File: config.mk
export PLATFORM = sky130hd
export DESIGN_NAME = keypad_scan_controller
export DESIGN_NICKNAME = d
export VERILOG_FILES = /design/src/rtl/keypad_scan_controller.sv
export SDC_FILE = /design/constraint.sdc
export NUM_CORES = 1
export LEC_CHECK = 0
export ABC_AREA = 1
export BUFFER_PORTS_ARGS = -buffer_cell sky130_fd_sc_hd__buf_2
export CAP_MARGIN = 5
export CELL_PAD_IN_SITES_DETAIL_PLACEMENT = 1
export CELL_PAD_IN_SITES_GLOBAL_PLACEMENT = 1
export CORE_MARGIN = 8
export CORE_UTILIZATION = 40
export CTS_BUF_LIST = sky130_fd_sc_hd__clkbuf_16
export CTS_CLUSTER_DIAMETER = 200
export DETAILED_ROUTE_END_ITERATION = 7
export HOLD_SLACK_MARGIN = 0.05
export PLACE_DENSITY_LB_ADDON = 0.1
export SLEW_MARGIN = 10
export SYNTH_ARGS = -nofsm -noshare
export SYNTH_HDL_FRONTEND = slang
export SYNTH_SLANG_ARGS = --single-unit
File: constraint.sdc
create_clock -name slow_clk -period 3.45 [get_ports slow_clk]
set_input_delay 0.5175 -clock slow_clk [delete_from_list [all_inputs] [get_ports slow_clk]]
set_output_delay 0.5175 -clock slow_clk [all_outputs]
set_load 0.005 [all_outputs]
File: src/rtl/keypad_scan_controller.sv
// keypad_scan_controller: 4x4 keypad column scanner with synchronized rows, press/release debounce
// and a valid/ack key-code handshake with sticky overrun.
module keypad_scan_controller #(
    parameter int SCAN_DWELL      = 4,
    parameter int DEBOUNCE_CYCLES = 4
) (
    input  logic       slow_clk,
    input  logic       rst,
    input  logic [3:0] row_in,
    input  logic       key_ack,
    output logic [3:0] col_out,
    output logic [1:0] column_index,
    output logic [3:0] key_code,
    output logic       key_valid,
    output logic       key_held,
    output logic       overrun
);
    localparam int DW = $clog2(SCAN_DWELL);
    localparam int CW = $clog2(DEBOUNCE_CYCLES + 1);
    localparam logic [DW-1:0] DWELL_LAST = DW'(SCAN_DWELL - 1);
    localparam logic [CW-1:0] CNT_LAST   = CW'(DEBOUNCE_CYCLES - 1);

    typedef enum logic [1:0] {SCAN, DEBOUNCE, PRESSED, RELEASE} state_t;

    state_t        state_q, state_d;
    logic [3:0]    row_meta_q, row_sync_q;
    logic [3:0]    pat_q, pat_d, col_q, col_d, code_q, code_d;
    logic [1:0]    idx_q, idx_d, row_idx;
    logic [DW-1:0] dwell_q, dwell_d;
    logic [CW-1:0] cnt_q, cnt_d;
    logic          valid_q, valid_d, held_q, held_d, ovr_q, ovr_d;
    logic          accept, advance;

    assign row_idx = pat_q[0] ? 2'd0 : pat_q[1] ? 2'd1 : pat_q[2] ? 2'd2 : 2'd3;

    always_comb begin
        state_d = state_q;
        pat_d   = pat_q;
        col_d   = col_q;
        idx_d   = idx_q;
        dwell_d = dwell_q;
        cnt_d   = cnt_q;
        code_d  = code_q;
        valid_d = valid_q;
        held_d  = held_q;
        ovr_d   = ovr_q;
        accept  = 1'b0;
        advance = 1'b0;
        case (state_q)
            SCAN: begin
                if (dwell_q != DWELL_LAST) begin
                    dwell_d = dwell_q + 1'b1;
                end else if (row_sync_q == 4'd0) begin
                    advance = 1'b1;
                end else begin
                    pat_d   = row_sync_q;
                    cnt_d   = '0;
                    state_d = DEBOUNCE;
                end
            end
            DEBOUNCE: begin
                if (row_sync_q != pat_q) begin
                    advance = 1'b1;
                end else if (cnt_q == CNT_LAST) begin
                    accept  = 1'b1;
                    state_d = PRESSED;
                end else begin
                    cnt_d = cnt_q + 1'b1;
                end
            end
            PRESSED: begin
                if (row_sync_q == 4'd0) begin
                    cnt_d   = '0;
                    state_d = RELEASE;
                end
            end
            default: begin
                if (row_sync_q != 4'd0) begin
                    state_d = PRESSED;
                end else if (cnt_q == CNT_LAST) begin
                    advance = 1'b1;
                    held_d  = 1'b0;
                end else begin
                    cnt_d = cnt_q + 1'b1;
                end
            end
        endcase
        if (advance) begin
            col_d   = {col_q[2:0], col_q[3]};
            idx_d   = idx_q + 1'b1;
            dwell_d = '0;
            state_d = SCAN;
        end
        if (key_ack && valid_q) valid_d = 1'b0;
        // A coincident ack frees the slot, so the new key loads instead of overrunning.
        if (accept) begin
            held_d = 1'b1;
            if (!valid_q || key_ack) begin
                code_d  = {row_idx, idx_q};
                valid_d = 1'b1;
            end else begin
                ovr_d = 1'b1;
            end
        end
    end

    always_ff @(posedge slow_clk or posedge rst) begin
        if (rst) begin
            state_q    <= SCAN;
            row_meta_q <= '0;
            row_sync_q <= '0;
            pat_q      <= '0;
            col_q      <= 4'b0001;
            idx_q      <= '0;
            dwell_q    <= '0;
            cnt_q      <= '0;
            code_q     <= '0;
            valid_q    <= 1'b0;
            held_q     <= 1'b0;
            ovr_q      <= 1'b0;
        end else begin
            state_q    <= state_d;
            row_meta_q <= row_in;
            row_sync_q <= row_meta_q;
            pat_q      <= pat_d;
            col_q      <= col_d;
            idx_q      <= idx_d;
            dwell_q    <= dwell_d;
            cnt_q      <= cnt_d;
            code_q     <= code_d;
            valid_q    <= valid_d;
            held_q     <= held_d;
            ovr_q      <= ovr_d;
        end
    end

    assign col_out      = col_q;
    assign column_index = idx_q;
    assign key_code     = code_q;
    assign key_valid    = valid_q;
    assign key_held     = held_q;
    assign overrun      = ovr_q;
endmodule

Word level (Yosys, flattened, before mapping)
Index checks and enable logic that the tools add are counted.

Bitwise logic cells: 3. Reduce and logical (&&, ||, !) cells: 18. Equality and inequality tests: 17. $add $sub $neg: 3. Muxes and demuxes: 36.

Operator list (count): $mux 2 (12); $mux 3 (6); $mux 1 (15); $ne 3x3->1 const B (5); $ne 2x2->1 const B (6); $pmux 3 s3 (1); $pmux 2 s3 (1); $reduce_and 2->1 (3); $reduce_and 3->1 (2); $reduce_and 6->1 (1); $reduce_bool 2->1 (3); $reduce_and 5->1 (1); $reduce_bool 5->1 (1); $add 2x1->2 const B (2); $logic_not 4->1 (1); $ne 4x1->1 const B (1); $ne 4x4->1 (1); $reduce_bool 4->1 (1); $add 3x1->3 const B (1); $eq 3x2->1 const B (1); $not 1->1 (3); $pmux 1 s3 (1); $reduce_or 3->1 (1); $eq 2x1->1 const B (1); 6 further kinds (6).

Flip-flop bits (word level): 32. Output and inout bits: 13. Word-level logic and storage cells: 89. Input port bits: 7.

Longest topological paths before layout
Word-level depth: 6. Depth in mapped cells: 12. Mapped depth without buffers: 12.

Worst setup path before layout
Ideal clock, no wire load.

Kind: reg2reg. Start point: reg cnt_q[0]. End point: reg cnt_q[0]. Slack: 2.002 ns. Library setup time: 0.126 ns. Stages on the path, launching flop included: 9. Path buffers: 0. Data required time: 3.324 ns. Arrival: 1.322 ns. Period minus slack after synthesis: 1.448 ns. Cells stage by stage: dfrtp_1 > ha_1 > ha_1 > inv_1 > nand2_1 > a31oi_1 > nand3_1 > nand2_1 > o21ai_0.

Longest elaborated chain between the ends: 4. Elaborated cells between the ends (all ways): 6. Those cells by class: 1 x add/sub; 1 x eq/ne; 4 x mux.

Ends and longest elaborated chain: from (decl) (line 30) `logic [CW-1:0] cnt_q, cnt_d;`; from (signal assigned) (line 129) `cnt_q <= cnt_d;`; $add 3x1->3 or $eq 3x2->1 (tied branches); $mux 3 * (line 64, 80); $mux 3, on equally long branches (line 78, 62); $pmux 3 s3 * (line 49) `case (state_q)`.

Mark *: on every way between the ends. The rest lies on a longest branch, timed or not. The select of a mux whose other input is x is not followed. A chain may end at the register's enable or synchronous reset.

Final worst setup path
Start point: reg state_q[0]. End point: reg cnt_q[0].

Longest elaborated chain between the ends: 3. Elaborated cells between the ends (all ways): 10. Those cells by class: 7 x eq/ne; 1 x mux; 2 x reduce/logical.

Ends and longest elaborated chain: from (decl) (line 25) `state_t state_q, state_d;`; from (signal assigned) (line 122) `state_q <= state_d;`; $eq 2x2->1, or another cell as far along (line 49); $ne 4x1->1 (no line) or $ne 2x2->1 (tied branches); $reduce_and 5->1 (no line).

Several ways; a longest one is shown, not always the timed one.

==> run metrics <==
outcome=complete, no violations; gp weighted congestion=0.882; critical path arrival=1.84 ns; clk sinks=32; ranking of synthesized cells by area=dfrtp_1 (53%), nand2_1 (13%), inv_1 (6.1%), ha_1 (5.9%), o21ai_0 (4.8%); Die H=between 70 and 80 um; FF+latch area=802 um^2; post-synth net total=178; Synth area leader=dfrtp_1; RSZ-0062 raised after global routing=false; Fin Clk Skew=between 0.004 and 0.005 ns; Fmax achieved=around 600 MHz; top-count cell post-synth=nand2_1; # diodes=0; Tightest Hold Check Type=primary input to asynchronous set/reset pin; CTS Buf Count=5; CTS Hold Buffers Added=0; buffers added on ports=19; Hold Violations, Final=0; CP endpoint kind=flip-flop; RR Startpoint=state_q[0]$_DFFE_PP0P_; setup violators final=0; Slew @ Worst Pin=0.404 ns; Mapped Area=about 0.0015 mm^2; Clock Pin Slew Worst Setup and Hold Paths=0.05 ns; Reg2Reg Setup Slack=1.76 ns; Tot GR Track Use=around an eighth; post-CTS sizing=0; Synth Flop Type=dfrtp_1; final design utilization=between 40% and 50%; Routed WL=roughly 3400 um; CP Launch Type=flip-flop; distinct cell type count after synthesis=23; drt pass-1 iters=4; CTS Buffer Depth=2; EDFF count, synth=0; hpwl dp=2560 um; LEAKAGE=0.948 nW; total chip power=1.41 mW; die area=just under 0.006 mm^2; CP max FO=6; Yosys warning count=0; ys async rst share=100%; vias in the first global route=1278; placed cells=around 230; DRC Markers=0; Core ar.=~0.0036 mm^2; post-synthesis sequential area ratio=between 50% and 60%; CTS tree=done; Vias=around 1100; fin. max-slew vios=0; PwrDens=794 mW/mm^2; first-pass GRT wire length=5910 um; Crit Path Class=flip-flop to flip-flop; CTS root buffer=clkbuf_16; initial antenna violation count=0; Post-CTS Setup Inserts=0; r2r endpoint=cnt_q[0]$_DFFE_PP0P_; Skew-Pair Late Insertion Delay=around 0.28 ns; Slew HR=around three quarters; Syn Inst Count=164; die width=between 70 and 80 um; placed inst area=approximately 0.0016 mm^2; worst ir drop on vdd=0.344 mV; fillers=451; # H-tree levels=2; fin crit share=49.0%; pre-CTS setup slack=approximately 1.8 ns; initial DRC count=26; Starting Density=approximately two fifths; IO Pins=20; Commonest cells post-synth=nand2_1 (52), dfrtp_1 (31), inv_1 (24); Synth top area share=between 50% and 60%; synthesized area per cell=between 8 and 9 um^2; share of layout cells above drive strength 1=a little over a fifth; WP data required=approximately 3.6 ns; Multi-input gate area=between 500 and 600 um^2; largest net degree at the start of global routing=33; setup ws final=roughly 1.8 ns; fin cells=240; Max Cap Viol=0; Synth-to-Final Area Change=20.5%; Row Count=22; Yosys reg bits=32; worst r2r path cells=7; worst hold margin=around 0.32 ns; Final Cell Area=0.00177 mm^2; Antenna Nets Post-Route=0; Via density=between 4 and 5; Fin Setup TNS=0 ns; total gr overflow=0; wire per inst=~14 um; # nets final=~200; fin crit period=between 1.5 and 2 ns
-- critical path, cell delays in order (launching register included) --
cell	delay [ns]
dfrtp_1	0.41
inv_1	0.08
ha_1	0.25
or2_2	0.35
inv_1	0.10
a31oi_1	0.09
nand3_1	0.17
o21ai_0	0.12
-- sequential cells by signal (all words and copies together), names as in the netlist --
register	cells
row_meta_q	4
dwell_q	2
column_index	2
col_out	4
state_q	2
key_valid	1
cnt_q	3
overrun	1
pat_q	4
key_held	1
key_code	4
row_sync_q	4
-- placed cells by master, fill, tap and decap left out --
cell and instances:
o21ai_1 1, a21oi_4 1, clkinv_1 2, a21oi_1 1
nand2_2 2, ha_1 7, nand4_1 3, nand2_1 52
xnor2_1 1, nand3_1 6, buf_4 1, nor3_2 1
o21ai_0 14, dfstp_2 1, o31ai_1 1, clkbuf_16 5
o21bai_1 1, or2_2 4, clkinv_2 2, inv_1 24
dfrtp_1 31, buf_2 19, nand2_4 3, nor2_2 1
xor2_1 1, nor2_1 6, a31oi_1 1
-- cell type report --
cell class | count | share of cell area [%]
Clock inverter | 3 | 0.776
Timing Repair Buffer | 20 | 5.78
Sequential cell | 32 | 45.2
Tap cell | 48 | 3.39
Clock buffer | 5 | 7.05
Inverter | 25 | 5.29
Multi-Input combinational cell | 107 | 32.5
-- how the worst max path moves through the flow --
stage | start | endpoint
after CTS | state_q[0]$_DFFE_PP0P_ | cnt_q[0]$_DFFE_PP0P_
after global routing | state_q[0]$_DFFE_PP0P_ | cnt_q[1]$_DFFE_PP0P_
after global placement | cnt_q[0]$_DFFE_PP0P_ | cnt_q[1]$_DFFE_PP0P_
after floorplan | cnt_q[0]$_DFFE_PP0P_ | cnt_q[0]$_DFFE_PP0P_
final | state_q[0]$_DFFE_PP0P_ | cnt_q[0]$_DFFE_PP0P_
after detailed placement | state_q[1]$_DFFE_PP0P_ | cnt_q[1]$_DFFE_PP0P_
-- per-layer routing --
layer / GRT usage (%) / up-vias / part of all wire, %
li1: - / 560 / -
met1: 13.8 / 564 / 44
met2: 20.7 / 18 / 51
met3: 4.78 / 7 / 3.6
met4: 5.77 / 0 / 1.8
met5: 0 / - / 0
-- kinds of logic (layout without fill, tap and decap cells) --
logic type,Yosys count,in the layout,synth area share (%)
flip-flops,32,32,54.5
AO/OA/AOI/OAI,20,20,7.99
AND/OR/NAND/NOR,78,78,24.0
adder cells (fa/ha/maj),7,7,5.95
XOR/XNOR,2,2,1.19
buffers and inverters,25,53,6.37
-- report_power, final --
part,switching (mW),internal (mW),leakage (nW)
Combinational,0.292,0.174,0.473
Sequential,0.0686,0.456,0.404
Clock,0.156,0.262,0.0710
Power figures use the tool's default switching activity.
